[src/rtl/fpu_pkg.sv]
// Shared types for the bf16 add/sub arbiter: operand type, canonical quiet NaN,
// arbiter FSM states and the operand sign-flip helper used to turn A-B into A+(-B).
`timescale 1ns/1ps
package fpu_pkg;
  typedef logic [15:0] bf16_t;
  localparam bf16_t BF16_QNAN = 16'h7FC0;

  typedef enum logic [1:0] {ARB_IDLE, ARB_EXEC, ARB_EXEC2, ARB_RESP} arb_state_e;

  function automatic bf16_t bf16_apply_sub(input bf16_t b, input logic sub);
    return {b[15] ^ sub, b[14:0]};
  endfunction
endpackage

[src/rtl/Add_Sub.sv]
// Combinational bf16 adder: round-to-nearest-even, subnormals flushed to zero,
// NaN results canonicalised to BF16_QNAN. Subtraction is done by the caller flipping B's sign.
`timescale 1ns/1ps
module Add_Sub
  import fpu_pkg::*;
(
  input  bf16_t i_a,
  input  bf16_t i_b,
  output bf16_t o_c
);
  logic w_a_nan, w_b_nan, w_a_inf, w_b_inf;
  bf16_t w_big, w_small;
  logic [7:0]  w_shift;
  logic [15:0] w_mb, w_ms, w_ms_sh, w_norm;
  logic [16:0] w_sum;
  logic        w_sticky, w_eff_sub, w_up;
  logic signed [9:0] w_exp;
  logic [8:0]  w_man;
  logic [6:0]  w_frac;

  assign w_a_nan = (i_a[14:7] == 8'hFF) && (i_a[6:0] != 7'h0);
  assign w_b_nan = (i_b[14:7] == 8'hFF) && (i_b[6:0] != 7'h0);
  assign w_a_inf = (i_a[14:7] == 8'hFF) && (i_a[6:0] == 7'h0);
  assign w_b_inf = (i_b[14:7] == 8'hFF) && (i_b[6:0] == 7'h0);

  always_comb begin
    w_big   = i_a;
    w_small = i_b;
    if (i_b[14:0] > i_a[14:0]) begin
      w_big   = i_b;
      w_small = i_a;
    end
    w_mb    = (w_big[14:7]   != 8'h0) ? {1'b1, w_big[6:0],   8'h00} : 16'h0;
    w_ms    = (w_small[14:7] != 8'h0) ? {1'b1, w_small[6:0], 8'h00} : 16'h0;
    w_shift = w_big[14:7] - w_small[14:7];
    if (w_shift >= 8'd16) begin
      w_ms_sh  = 16'h0;
      w_sticky = |w_ms;
    end else begin
      w_ms_sh  = w_ms >> w_shift;
      w_sticky = |(w_ms & ((16'h1 << w_shift) - 16'h1));
    end
    // Bits shifted out of the smaller operand survive as a sticky LSB for rounding.
    w_ms_sh[0] = w_ms_sh[0] | w_sticky;
    w_eff_sub  = w_big[15] ^ w_small[15];
    w_sum = w_eff_sub ? ({1'b0, w_mb} - {1'b0, w_ms_sh}) : ({1'b0, w_mb} + {1'b0, w_ms_sh});
    w_exp = {2'b00, w_big[14:7]};
    if (w_sum[16]) begin
      w_norm = {w_sum[16:2], w_sum[1] | w_sum[0]};
      w_exp  = w_exp + 10'sd1;
    end else begin
      w_norm = w_sum[15:0];
    end
    for (int k = 0; k < 15; k++) begin
      if (!w_norm[15] && (w_norm != 16'h0)) begin
        w_norm = w_norm << 1;
        w_exp  = w_exp - 10'sd1;
      end
    end
    w_up  = w_norm[7] & (w_norm[8] | (|w_norm[6:0]));
    w_man = {1'b0, w_norm[15:8]} + {8'h00, w_up};
    if (w_man[8]) begin
      w_exp  = w_exp + 10'sd1;
      w_frac = 7'h0;
    end else begin
      w_frac = w_man[6:0];
    end

    // A normalised non-zero sum always has its hidden bit in w_man[8:7].
    if (!(w_man[8] | w_man[7]))  o_c = w_eff_sub ? 16'h0000 : {w_big[15], 15'h0};
    else if (w_exp >= 10'sd255)  o_c = {w_big[15], 8'hFF, 7'h0};
    else if (w_exp <= 10'sd0)    o_c = {w_big[15], 15'h0};
    else                         o_c = {w_big[15], w_exp[7:0], w_frac};

    if (w_a_nan || w_b_nan || (w_a_inf && w_b_inf && (i_a[15] != i_b[15]))) o_c = BF16_QNAN;
    else if (w_a_inf) o_c = i_a;
    else if (w_b_inf) o_c = i_b;
  end
endmodule

[src/rtl/fpu_rr_arb.sv]
// Combinational round-robin pick: lowest set request at or above i_ptr, wrapping.
`timescale 1ns/1ps
module fpu_rr_arb #(
  parameter int NUM_REQ = 4,
  parameter int IDX_W   = $clog2(NUM_REQ)
) (
  input  logic [NUM_REQ-1:0] i_req,
  input  logic [IDX_W-1:0]   i_ptr,
  output logic [NUM_REQ-1:0] o_grant,
  output logic [IDX_W-1:0]   o_idx,
  output logic               o_any
);
  logic [NUM_REQ-1:0] w_rot;
  logic [IDX_W-1:0]   w_off;
  logic [IDX_W:0]     w_sum;

  // Rotate so the pointer position lands at bit 0, then take the lowest set bit.
  assign w_rot = NUM_REQ'({i_req, i_req} >> i_ptr);

  always_comb begin
    w_off = '0;
    for (int k = NUM_REQ - 1; k >= 0; k--) begin
      if (w_rot[k]) w_off = IDX_W'(k);
    end
  end

  assign w_sum   = {1'b0, i_ptr} + {1'b0, w_off};
  assign o_idx   = (w_sum >= (IDX_W+1)'(NUM_REQ)) ? IDX_W'(w_sum - (IDX_W+1)'(NUM_REQ))
                                                  : w_sum[IDX_W-1:0];
  assign o_any   = |i_req;
  assign o_grant = o_any ? (NUM_REQ'(1) << o_idx) : '0;
endmodule

[src/rtl/fpu_addsub_arbiter.sv]
// Round-robin sharing of one bf16 Add_Sub among NUM_REQ requesters, one op in flight.
// Define FPU_ARB_PIPE_EN to register the adder output in an extra stage (latency 3 instead of 2).
`timescale 1ns/1ps
module fpu_addsub_arbiter
  import fpu_pkg::*;
#(
  parameter int NUM_REQ = 4,
  parameter int IDX_W   = $clog2(NUM_REQ)
) (
  input  logic                  clk_i,
  input  logic                  rst_i,
  input  logic [NUM_REQ-1:0]    req_valid_i,
  output logic [NUM_REQ-1:0]    req_ready_o,
  input  logic [NUM_REQ*16-1:0] req_a_i,
  input  logic [NUM_REQ*16-1:0] req_b_i,
  input  logic [NUM_REQ-1:0]    req_sub_i,
  output logic [NUM_REQ-1:0]    rsp_valid_o,
  input  logic [NUM_REQ-1:0]    rsp_ready_i,
  output bf16_t                 rsp_result_o,
  output logic                  busy_o
);
  arb_state_e         r_state;
  logic [IDX_W-1:0]   r_rr_ptr, r_owner;
  bf16_t              r_a, r_b, r_result;
  logic [NUM_REQ-1:0] r_rsp_valid;
`ifdef FPU_ARB_PIPE_EN
  bf16_t              r_stage;
`endif

  logic [NUM_REQ-1:0] w_grant;
  logic [IDX_W-1:0]   w_idx;
  logic               w_any;
  bf16_t              w_sel_a, w_sel_b, w_c;

  fpu_rr_arb #(.NUM_REQ(NUM_REQ), .IDX_W(IDX_W)) u_arb (
    .i_req   (req_valid_i),
    .i_ptr   (r_rr_ptr),
    .o_grant (w_grant),
    .o_idx   (w_idx),
    .o_any   (w_any)
  );

  Add_Sub u_add_sub (.i_a(r_a), .i_b(r_b), .o_c(w_c));

  assign w_sel_a      = req_a_i[16*w_idx +: 16];
  assign w_sel_b      = req_b_i[16*w_idx +: 16];
  // Ready is only offered from IDLE, so valid&&ready is exactly the grant.
  assign req_ready_o  = ((r_state == ARB_IDLE) && !rst_i) ? w_grant : '0;
  assign rsp_valid_o  = r_rsp_valid;
  assign rsp_result_o = r_result;
  assign busy_o       = (r_state != ARB_IDLE);

  always_ff @(posedge clk_i) begin
    if (rst_i) begin
      r_state     <= ARB_IDLE;
      r_rr_ptr    <= '0;
      r_owner     <= '0;
      r_a         <= '0;
      r_b         <= '0;
      r_result    <= '0;
      r_rsp_valid <= '0;
`ifdef FPU_ARB_PIPE_EN
      r_stage     <= '0;
`endif
    end else begin
      case (r_state)
        ARB_IDLE: if (w_any) begin
          r_a      <= w_sel_a;
          r_b      <= bf16_apply_sub(w_sel_b, req_sub_i[w_idx]);
          r_owner  <= w_idx;
          r_rr_ptr <= (w_idx == IDX_W'(NUM_REQ - 1)) ? '0 : w_idx + 1'b1;
          r_state  <= ARB_EXEC;
        end
`ifdef FPU_ARB_PIPE_EN
        ARB_EXEC: begin
          r_stage <= w_c;
          r_state <= ARB_EXEC2;
        end
        ARB_EXEC2: begin
          r_result    <= r_stage;
          r_rsp_valid <= NUM_REQ'(1) << r_owner;
          r_state     <= ARB_RESP;
        end
`else
        ARB_EXEC: begin
          r_result    <= w_c;
          r_rsp_valid <= NUM_REQ'(1) << r_owner;
          r_state     <= ARB_RESP;
        end
        ARB_EXEC2: r_state <= ARB_IDLE;
`endif
        ARB_RESP: if (rsp_ready_i[r_owner]) begin
          r_rsp_valid <= '0;
          r_state     <= ARB_IDLE;
        end
        default: r_state <= ARB_IDLE;
      endcase
    end
  end
endmodule

[config.mk]
export PLATFORM = sky130hd
export DESIGN_NAME = fpu_addsub_arbiter
export DESIGN_NICKNAME = d
export VERILOG_FILES = /design/src/rtl/fpu_pkg.sv /design/src/rtl/Add_Sub.sv /design/src/rtl/fpu_rr_arb.sv /design/src/rtl/fpu_addsub_arbiter.sv
export SDC_FILE = /design/constraint.sdc
export NUM_CORES = 1
export LEC_CHECK = 0
export ABC_AREA = 1
export BUFFER_PORTS_ARGS = -buffer_cell sky130_fd_sc_hd__buf_2
export CAP_MARGIN = 20
export CORE_MARGIN = 2
export CORE_UTILIZATION = 45
export DETAILED_ROUTE_END_ITERATION = 8
export PLACE_DENSITY = 0.67
export SYNTH_ARGS = -nofsm -noshare
export SYNTH_HDL_FRONTEND = slang
export SYNTH_SLANG_ARGS = --single-unit
[constraint.sdc]
create_clock -name clk_i -period 15.5 [get_ports clk_i]
set_input_delay 3.1 -clock clk_i [delete_from_list [all_inputs] [get_ports clk_i]]
set_output_delay 3.1 -clock clk_i [all_outputs]
set_load 0.02 [all_outputs]
======== After elaboration in Yosys (flattened, before gate mapping) ========
Index checks and enable logic that the tools add are counted.
word-level totals
  flip-flop bits (word level) ............. 58
  bits in latches ......................... 0
  memory bits (writable) .................. 0
  memory bits (read-only) ................. 0
  word-level logic and storage cells ...... 199
  memories ................................ 0
cells by class
  add/sub/neg operators ................... 25
  multiply operators ...................... 0
  div/mod/pow operators ................... 0
  $lt $le $gt $ge ......................... 7
  equality and inequality tests ........... 9
  shift operators ......................... 7
  mux-type cells .......................... 65
  bitwise logic cells ..................... 8
  reduce and logical (&&, ||, !) cells .... 71
operator list
  operator                                            count
  2-to-1 mux 16 bit                                   26
  nonzero test 16 bit                                 15
  2-to-1 mux 10 bit                                   17
  subtractor 10 x 2 -> 10 bit, second input constant  15
  indexed part select 64 x 7 -> 16 bit                2
  OR reduction 16 bit                                 2
  2-to-1 mux 15 bit                                   2
  logical AND 1 bit                                   22
  adder 16 x 16 -> 17 bit                             1
  2-to-1 mux 17 bit                                   1
  subtractor 16 x 16 -> 17 bit                        1
  AND 16 bit                                          1
  == test 8 bit, second input constant                2
  logical NOT 1 bit                                   16
  2-to-1 mux 2 bit                                    8
  nonzero test 8 bit                                  2
  << shifter 1 x 8 -> 16 bit, first input constant    1
  right shift 16 x 8 -> 16 bit                        1
  subtractor 16 x 1 -> 16 bit, second input constant  1
  greater-than comparator 15 bit                      1
  logical NOT 7 bit                                   2
  nonzero test 7 bit                                  2
  2-to-1 mux 4 bit                                    3
  adder 10 x 2 -> 10 bit, second input constant       1
  32 further kinds                                    47

======== Longest topological paths before layout ========
Gate-level depths: netlist of run 1.
  depth after elaboration ................. 70
  depth in mapped cells ................... 126
  gate-level depth less buffers ........... 124

======== Modules after synthesis ========
Synthesis of run 1 repeated with hierarchy kept, for this count alone.
unflattened totals
  cell total of the unflattened synthesis .. 2781
  area total of the unflattened synthesis .. 15708.8 µm²
modules (own cells, without submodules)
  module              instances  cells each  area each (µm²)
  Add_Sub             1          2241        12324.3
  fpu_addsub_arbiter  1          496         3163.0
  fpu_rr_arb          1          44          221.5

======== Worst setup path before layout of run 1 ========
No wires, ideal clock.
  kind .................................... register to register
  start ................................... register r_a[11]
  end ..................................... register r_result[14], in the netlist rsp_result_o[14]
  library setup time ...................... 0.109 ns
  arrival time ............................ 14.938 ns
  data required time ...................... 15.391 ns
  setup slack ............................. 0.453 ns
  cell stages (with the launch flop) ...... 113
  buffers on the path ..................... 2
  clock period less this slack ............ 15.047 ns
  cells stage by stage .................... dfxtp_1 > inv_1 > ha_1 > nand2_1 > nor2_2 > nand2_1 > nor2_1 > nor2_1 > nand2_2 > nand2_4 > buf_6 > nand2_1 > nand2_2 > nand2_2 > ha_1 > inv_1 > nand2_1 > nand2_1 > (+77 left out) > nand2_1 > inv_1 > ha_1 > a21boi_0 > nand2_1 > nor2_1 > nand2_1 > nor2_1 > xnor2_1 > inv_1 > nand3_1 > nand2_1 > nand2_2 > nand2_1 > a21oi_1 > nand3_1 > nand2_1 > inv_1
on the way
  cells in the longest elaborated chain, start to end .. 70
ends and longest elaborated chain
  what                                                                              RTL line                  source
  start, declared                                                                   fpu_addsub_arbiter.sv:24  bf16_t r_a, r_b, r_result;
  start signal, assigned                                                            fpu_addsub_arbiter.sv:68  r_a <= w_sel_a;
  parallel branches: the longest is 69 deep, another holds adder 16 x 16 -> 17 bit  n/a
  2-to-1 mux 16 bit (*)                                                             Add_Sub.sv:75             if (w_a_nan || w_b_nan || (w_a_inf && w_b_inf && (i_a[15] != i_b[15]))) o_c = BF16_QNAN;
  end signal, assigned                                                              fpu_addsub_arbiter.sv:86  r_result <= w_c;
  end, declared                                                                     fpu_addsub_arbiter.sv:24
Every way passes the cells marked *.
A chain may end at the register's enable or synchronous reset.

======== Worst setup path in the final report of run 1 ========
  start ................................... register r_a[6]
  end ..................................... register r_result[2], in the netlist rsp_result_o[2]
Same word-level chain as after synthesis.

==> metrics.yaml, run 1 <==
status: "complete, no violations"
initial_utilization: 0.458
finalCritPeriodShare: 0.939
synth_ff_type: "dfxtp_1"
finalNonFillerCells: 3320
crit_fanout: 8
io_pins: 167
grt_pass1_vias: 16000
grtUsageTotal: 0.257
cts_root_buf: "clkbuf_16"
ys_seq_elements: 58
grt_max_degree: 70
slew-limit-headroom: 0.295
fp.dieH_um: 180
htreeDepth: 3
rows: 64
cts_tree: "built"
cts_hold_buffers: 0
io_buffer_count: 166
synth_top_cells_by_area: "nand2_1 (22%), nand3_1 (13%), nor2_1 (9.2%), dfxtp_1 (8.3%), inv_1 (8.0%)"
critPathLaunchType: "flop"
worst_pin_slew_ns: 1.06
cp.required_ns: 15.76
ant_nets: 0
fp.dieW_um: 180
min_path_type: "reg2reg"
place_congestion: 0.970
fin_area_mm2: 0.0168
synthesis.nets: 2899
arrival_ns: 14.82
fin_ws_ns: 0.944
regArea_mm2: 0.00117
drv_slew: 0
final_cell_mix: "nand2_1 (798), nand3_1 (356), nor2_1 (325), inv_1 (288), buf_2 (166)"
grt_pass1_wl_mm: 72.6
timing.reg2reg.setup_slack_ns: 0.94
critPathTopFamily: "simple AND/OR/NAND/NOR gates"
cp_slowest_cell: "ha_1"
max_cap_viol_count: 0
drt_iter0_drc: 1189
synth_edf_count: 0
grt-ovfl-total: 0
finalNetCount: 3111
coreArea_mm2: 0.0306
cp.buffers_inverters: 11
routed-via-count: 17500
pre_cts_ws_ns: -0.549
drt_pre_antenna_iters: 6
drc_errors: 0
whs_endpoint: "rsp_valid_o[1]"
finClkSkew_ns: 0.0115
use_met1: 0.330
antenna_found_initial: 0
numCtsBuffers: 9
crit_type: "reg2reg"
yosysWarnings: 0
clkSinkCount: 58
syn_to_final_growth_pct: 20.1
multi_input_area_mm2: 0.0117
dp_cells: 3276
n_antenna_cell: 0
finalSetupViolCount: 0
met3_usage: 0.0148
yosysSeqAreaShare: 0.0829
cp_common_cell: "nand2_2"
finalCriticalPeriod_ns: 14.56
yosysUniqueCellTypes: 65
place_area_mm2: 0.0155
wl_per_cell_um: 13.3
ff2ff_path_depth: 106
design.die.area_mm2: 0.0325
place_hpwl_mm: 35.9
syn_area_mm2: 0.0140
r2r-start: "r_a[6]"
drt_wl_total_mm: 44.1
drive_above_1_share: 0.225
synth_top_cell_area_share: 0.224
clock_latency_ns: 0.34
slowest_delay_ns: 0.38
synthCells: 2707
top_usage_layer: "met2"
final_common_cell: "nand2_1"
fin_util: 0.550
synthArstFlopShare: 0
hold_viol: 0
cts_buffer_depth: 2
synth_area_leader_cell: "nand2_1"
hold_depth: 2
fmax_mhz: 68.7
fillers: 3200
cp-end-kind: "flop"
min_from: "rsp_valid_o[1]"
clk_pin_slew_ns: 0.06
reg2reg_to: "rsp_result_o[2]"
avgSynthCellArea_um2: 5.17
grt_use_met2: 0.463
vias_per_cell: 5.28
## cells in the mapped netlist, drive strengths merged (3+ instances only)
| cell | count |
|---|---|
| a211oi | 11 |
| a21boi | 3 |
| a21oi | 76 |
| a31oi | 3 |
| and2 | 7 |
| buf | 39 |
| clkbuf | 39 |
| clkinv | 16 |
| dfxtp | 58 |
| ha | 50 |
| inv | 347 |
| mux2i | 5 |
| nand2 | 933 |
| nand3 | 399 |
| nand3b | 8 |
| nand4 | 74 |
| nor2 | 367 |
| nor3 | 32 |
| nor4 | 13 |
| o211ai | 4 |
| o21ai | 157 |
| o221ai | 3 |
| or2 | 7 |
| xnor2 | 14 |
| xor2 | 24 |
## worst min-delay path: cells and delay by family, from the launching register on
family          cells  cell delay (ns)
flops               1             0.31
simple gates        1             0.06
compound gates      1             0.05
## through the flow
step,setup TNS [ns],hold WS (ns)
finish,0,0.464
global route,-1.28,0.485
CTS,0,0.463
detailed placement,-7.01,0.453
global placement,-0.332,0.450
floorplan,0,0.445
## kinds of logic after synthesis
logic type | count (synthesis) | synth area share
fa+ha+maj | 50 | 0.0447
xor+xnor | 38 | 0.0248
mux | 5 | 0.00357
compound gates | 271 | 0.106
flops | 58 | 0.0829
buf+inv | 442 | 0.131
simple gates | 1843 | 0.606
## worst max-delay path by stage
stage | start | to | slack [ns] | cells after the start
2_1_floorplan | r_a[11] | rsp_result_o[14] | 0.45 | 112
3_3_place_gp | r_a[9] | rsp_result_o[14] | -0.10 | 116
3_5_place_dp | r_a[12] | rsp_result_o[2] | -0.55 | 111
4_1_cts | r_a[6] | rsp_result_o[2] | 0.01 | 110
5_1_grt | r_a[12] | rsp_result_o[14] | -0.17 | 116
6_report | r_a[6] | rsp_result_o[2] | 0.94 | 106
## area by class of cell
cell class | count | area share
multi-input combinational | 2208 | 0.696
timing repair buffer | 279 | 0.104
inverter | 363 | 0.0815
sequential | 58 | 0.0694
tap | 396 | 0.0295
clock buffer | 9 | 0.0134
clock inverter | 7 | 0.00603
## layer usage
metal | vias to the layer above | wire [µm]
met4 | 0 | 1070
met2 | 489 | 21400
met3 | 74 | 1970
li1 | 9174 | -
met5 | - | 0
met1 | 7799 | 19700
## flip-flops by register name, indices dropped and copies added, names as in the netlist
name / count
r_owner: 2
rsp_valid_o: 4
r_state: 2
r_a: 16
rsp_result_o: 16
r_b: 16
r_rr_ptr: 2
## repair_timing
action	in CTS	in global routing
pin swaps	19	62
hold endpoints to repair	0	0
cloned	0	1
buffers inserted	9	17
setup endpoints to repair	15	15
resized for setup	35	122
Power of run 1 is left out: the tool's default activity adds up to more than one toggle a clock period on the data nets, which glitch-free logic cannot reach.
==> run 2, diff against run 1 <==
Settings changed: RECOVER_POWER set to 100.
==> run 2 against run 1 <==
  * The flow now finishes with violations (capacitance limit, slew limit)
  * Wire length shrank 0.13%
  * First-iteration DRC count shrank 2.4%
  * Global-route usage is the same
  * Register-to-register slack lost 0.03 ns
  * Critical path depth is the same
  * Critical path type unchanged
==> metrics.yaml, run 2 (synthesized netlist as in run 1, its figures left out) <==
finClkSkew_ns: 0.0123
vias_per_cell: 5.28
cp.buffers_inverters: 11
grt_max_degree: 70
top_usage_layer: "met2"
coreArea_mm2: 0.0306
wl_per_cell_um: 13.3
status: "finished, violations left"
n_antenna_cell: 0
drt_wl_total_mm: 44.1
crit_type: "reg2reg"
io_buffer_count: 166
drc_errors: 0
arrival_ns: 14.83
slowest_delay_ns: 0.38
fmax_mhz: 68.6
worst_pin_slew_ns: 2.73
max_cap_viol_count: 2
drive_above_1_share: 0.215
grt-ovfl-total: 0
drt_iter0_drc: 1161
met3_usage: 0.0148
final_common_cell: "nand2_1"
finalSetupViolCount: 0
min_path_type: "reg2reg"
rows: 64
critPathTopFamily: "simple AND/OR/NAND/NOR gates"
antenna_found_initial: 0
clk_pin_slew_ns: 0.06
cp.required_ns: 15.74
whs_ns: 0.463
initial_utilization: 0.458
hold_viol: 0
drt_pre_antenna_iters: 6
fin_area_mm2: 0.0168
whs_endpoint: "rsp_valid_o[1]"
grtUsageTotal: 0.257
cp_slowest_cell: "ha_1"
cp-end-kind: "flop"
cts_tree: "built"
cts_root_buf: "clkbuf_16"
violations: "capacitance limit, slew limit"
cts_buffer_depth: 2
ff2ff_path_depth: 106
reg2reg_to: "rsp_result_o[2]"
finalCriticalPeriod_ns: 14.58
critPathLaunchType: "flop"
place_hpwl_mm: 35.9
r2r-start: "r_a[6]"
pre_cts_ws_ns: -0.549
grt_pass1_vias: 16000
drv_slew: 120
grt_use_met2: 0.463
fin_ws_ns: 0.917
ant_nets: 0
min_from: "rsp_valid_o[1]"
place_area_mm2: 0.0155
htreeDepth: 3
cp_common_cell: "nand2_2"
use_met1: 0.330
critPathLaunch: "r_a[6]"
slew-limit-headroom: -0.822
routed-via-count: 17500
fp.dieH_um: 180
syn_to_final_growth_pct: 19.8
numCtsBuffers: 9
hold_depth: 2
clock_latency_ns: 0.34
place_congestion: 0.970
crit_fanout: 8
final_cell_mix: "nand2_1 (798), nand3_1 (356), nor2_1 (325), inv_1 (289), buf_2 (139)"
timing.reg2reg.setup_slack_ns: 0.92
design.die.area_mm2: 0.0325
clkSinkCount: 58
finalNetCount: 3111
grt_pass1_wl_mm: 72.6
fp.dieW_um: 180
io_pins: 167
finalCritPeriodShare: 0.941
[run 2: cell count changes in the layout (fill, tap and decap cells not counted)]
cell / change
inv_1: +1
clkbuf_1: +28
buf_4: -1
buf_2: -27
inv_2: -1
[run 2: repair_timing]
item                                    in CTS  in global routing
gates cloned                                 0                  1
endpoints found under the setup margin      15                 15
hold buffers                                 0                  0
setup buffers                                9                 17
gates resized for setup                     35                122
pin swaps                                   19                 62
[run 2: worst max path at each step]
stage                  endpoint  slack [ns]  cells after the start
6_report        rsp_result_o[2]        0.92                    106
5_1_grt        rsp_result_o[14]       -0.18                    116
4_1_cts         rsp_result_o[2]        0.01                    110
3_5_place_dp    rsp_result_o[2]       -0.55                    111
3_3_place_gp   rsp_result_o[14]       -0.10                    116
2_1_floorplan  rsp_result_o[14]        0.45                    112
[run 2: final cells by class]
| class | instances | area, µm² |
|---|---|---|
| multi-input combinational | 2208 | 11700 |
| timing repair buffer | 279 | 1710 |
| fill | 3216 | 13800 |
| tap | 396 | 495 |
| sequential | 58 | 1170 |
| clock inverter | 7 | 101 |
| clock buffer | 9 | 225 |
| inverter | 363 | 1370 |
[run 2: through the flow]
stage | utilization | setup TNS [ns] | instances
2_1_floorplan | - | 0 | 2707
3_3_place_gp | 0.507 | -0.332 | 3275
3_5_place_dp | 0.508 | -7.01 | 3276
4_1_cts | 0.526 | 0 | 3301
5_1_grt | 0.548 | -1.52 | 3320
6_report | 0.548 | 0 | 3320
[run 2: worst register-to-register path, delay by kind of cell (launching register included)]
family                     cells  cell delay [ns]
AOI/OAI and AO/OA              6             0.97
xor gates and xnor gates       3             0.42
adders and majority gates     20             5.12
buffers and inverters         11             0.96
DFF                            1             0.33
and+or+nand+nor               66             6.72
[run 2: layer usage]
metal | vias to the layer above | routed length, µm
met2 | 466 | 21200
met4 | 0 | 1120
met5 | - | 0
li1 | 9178 | -
met3 | 80 | 1850
met1 | 7813 | 19800
Power of run 2 is left out for the same reason.
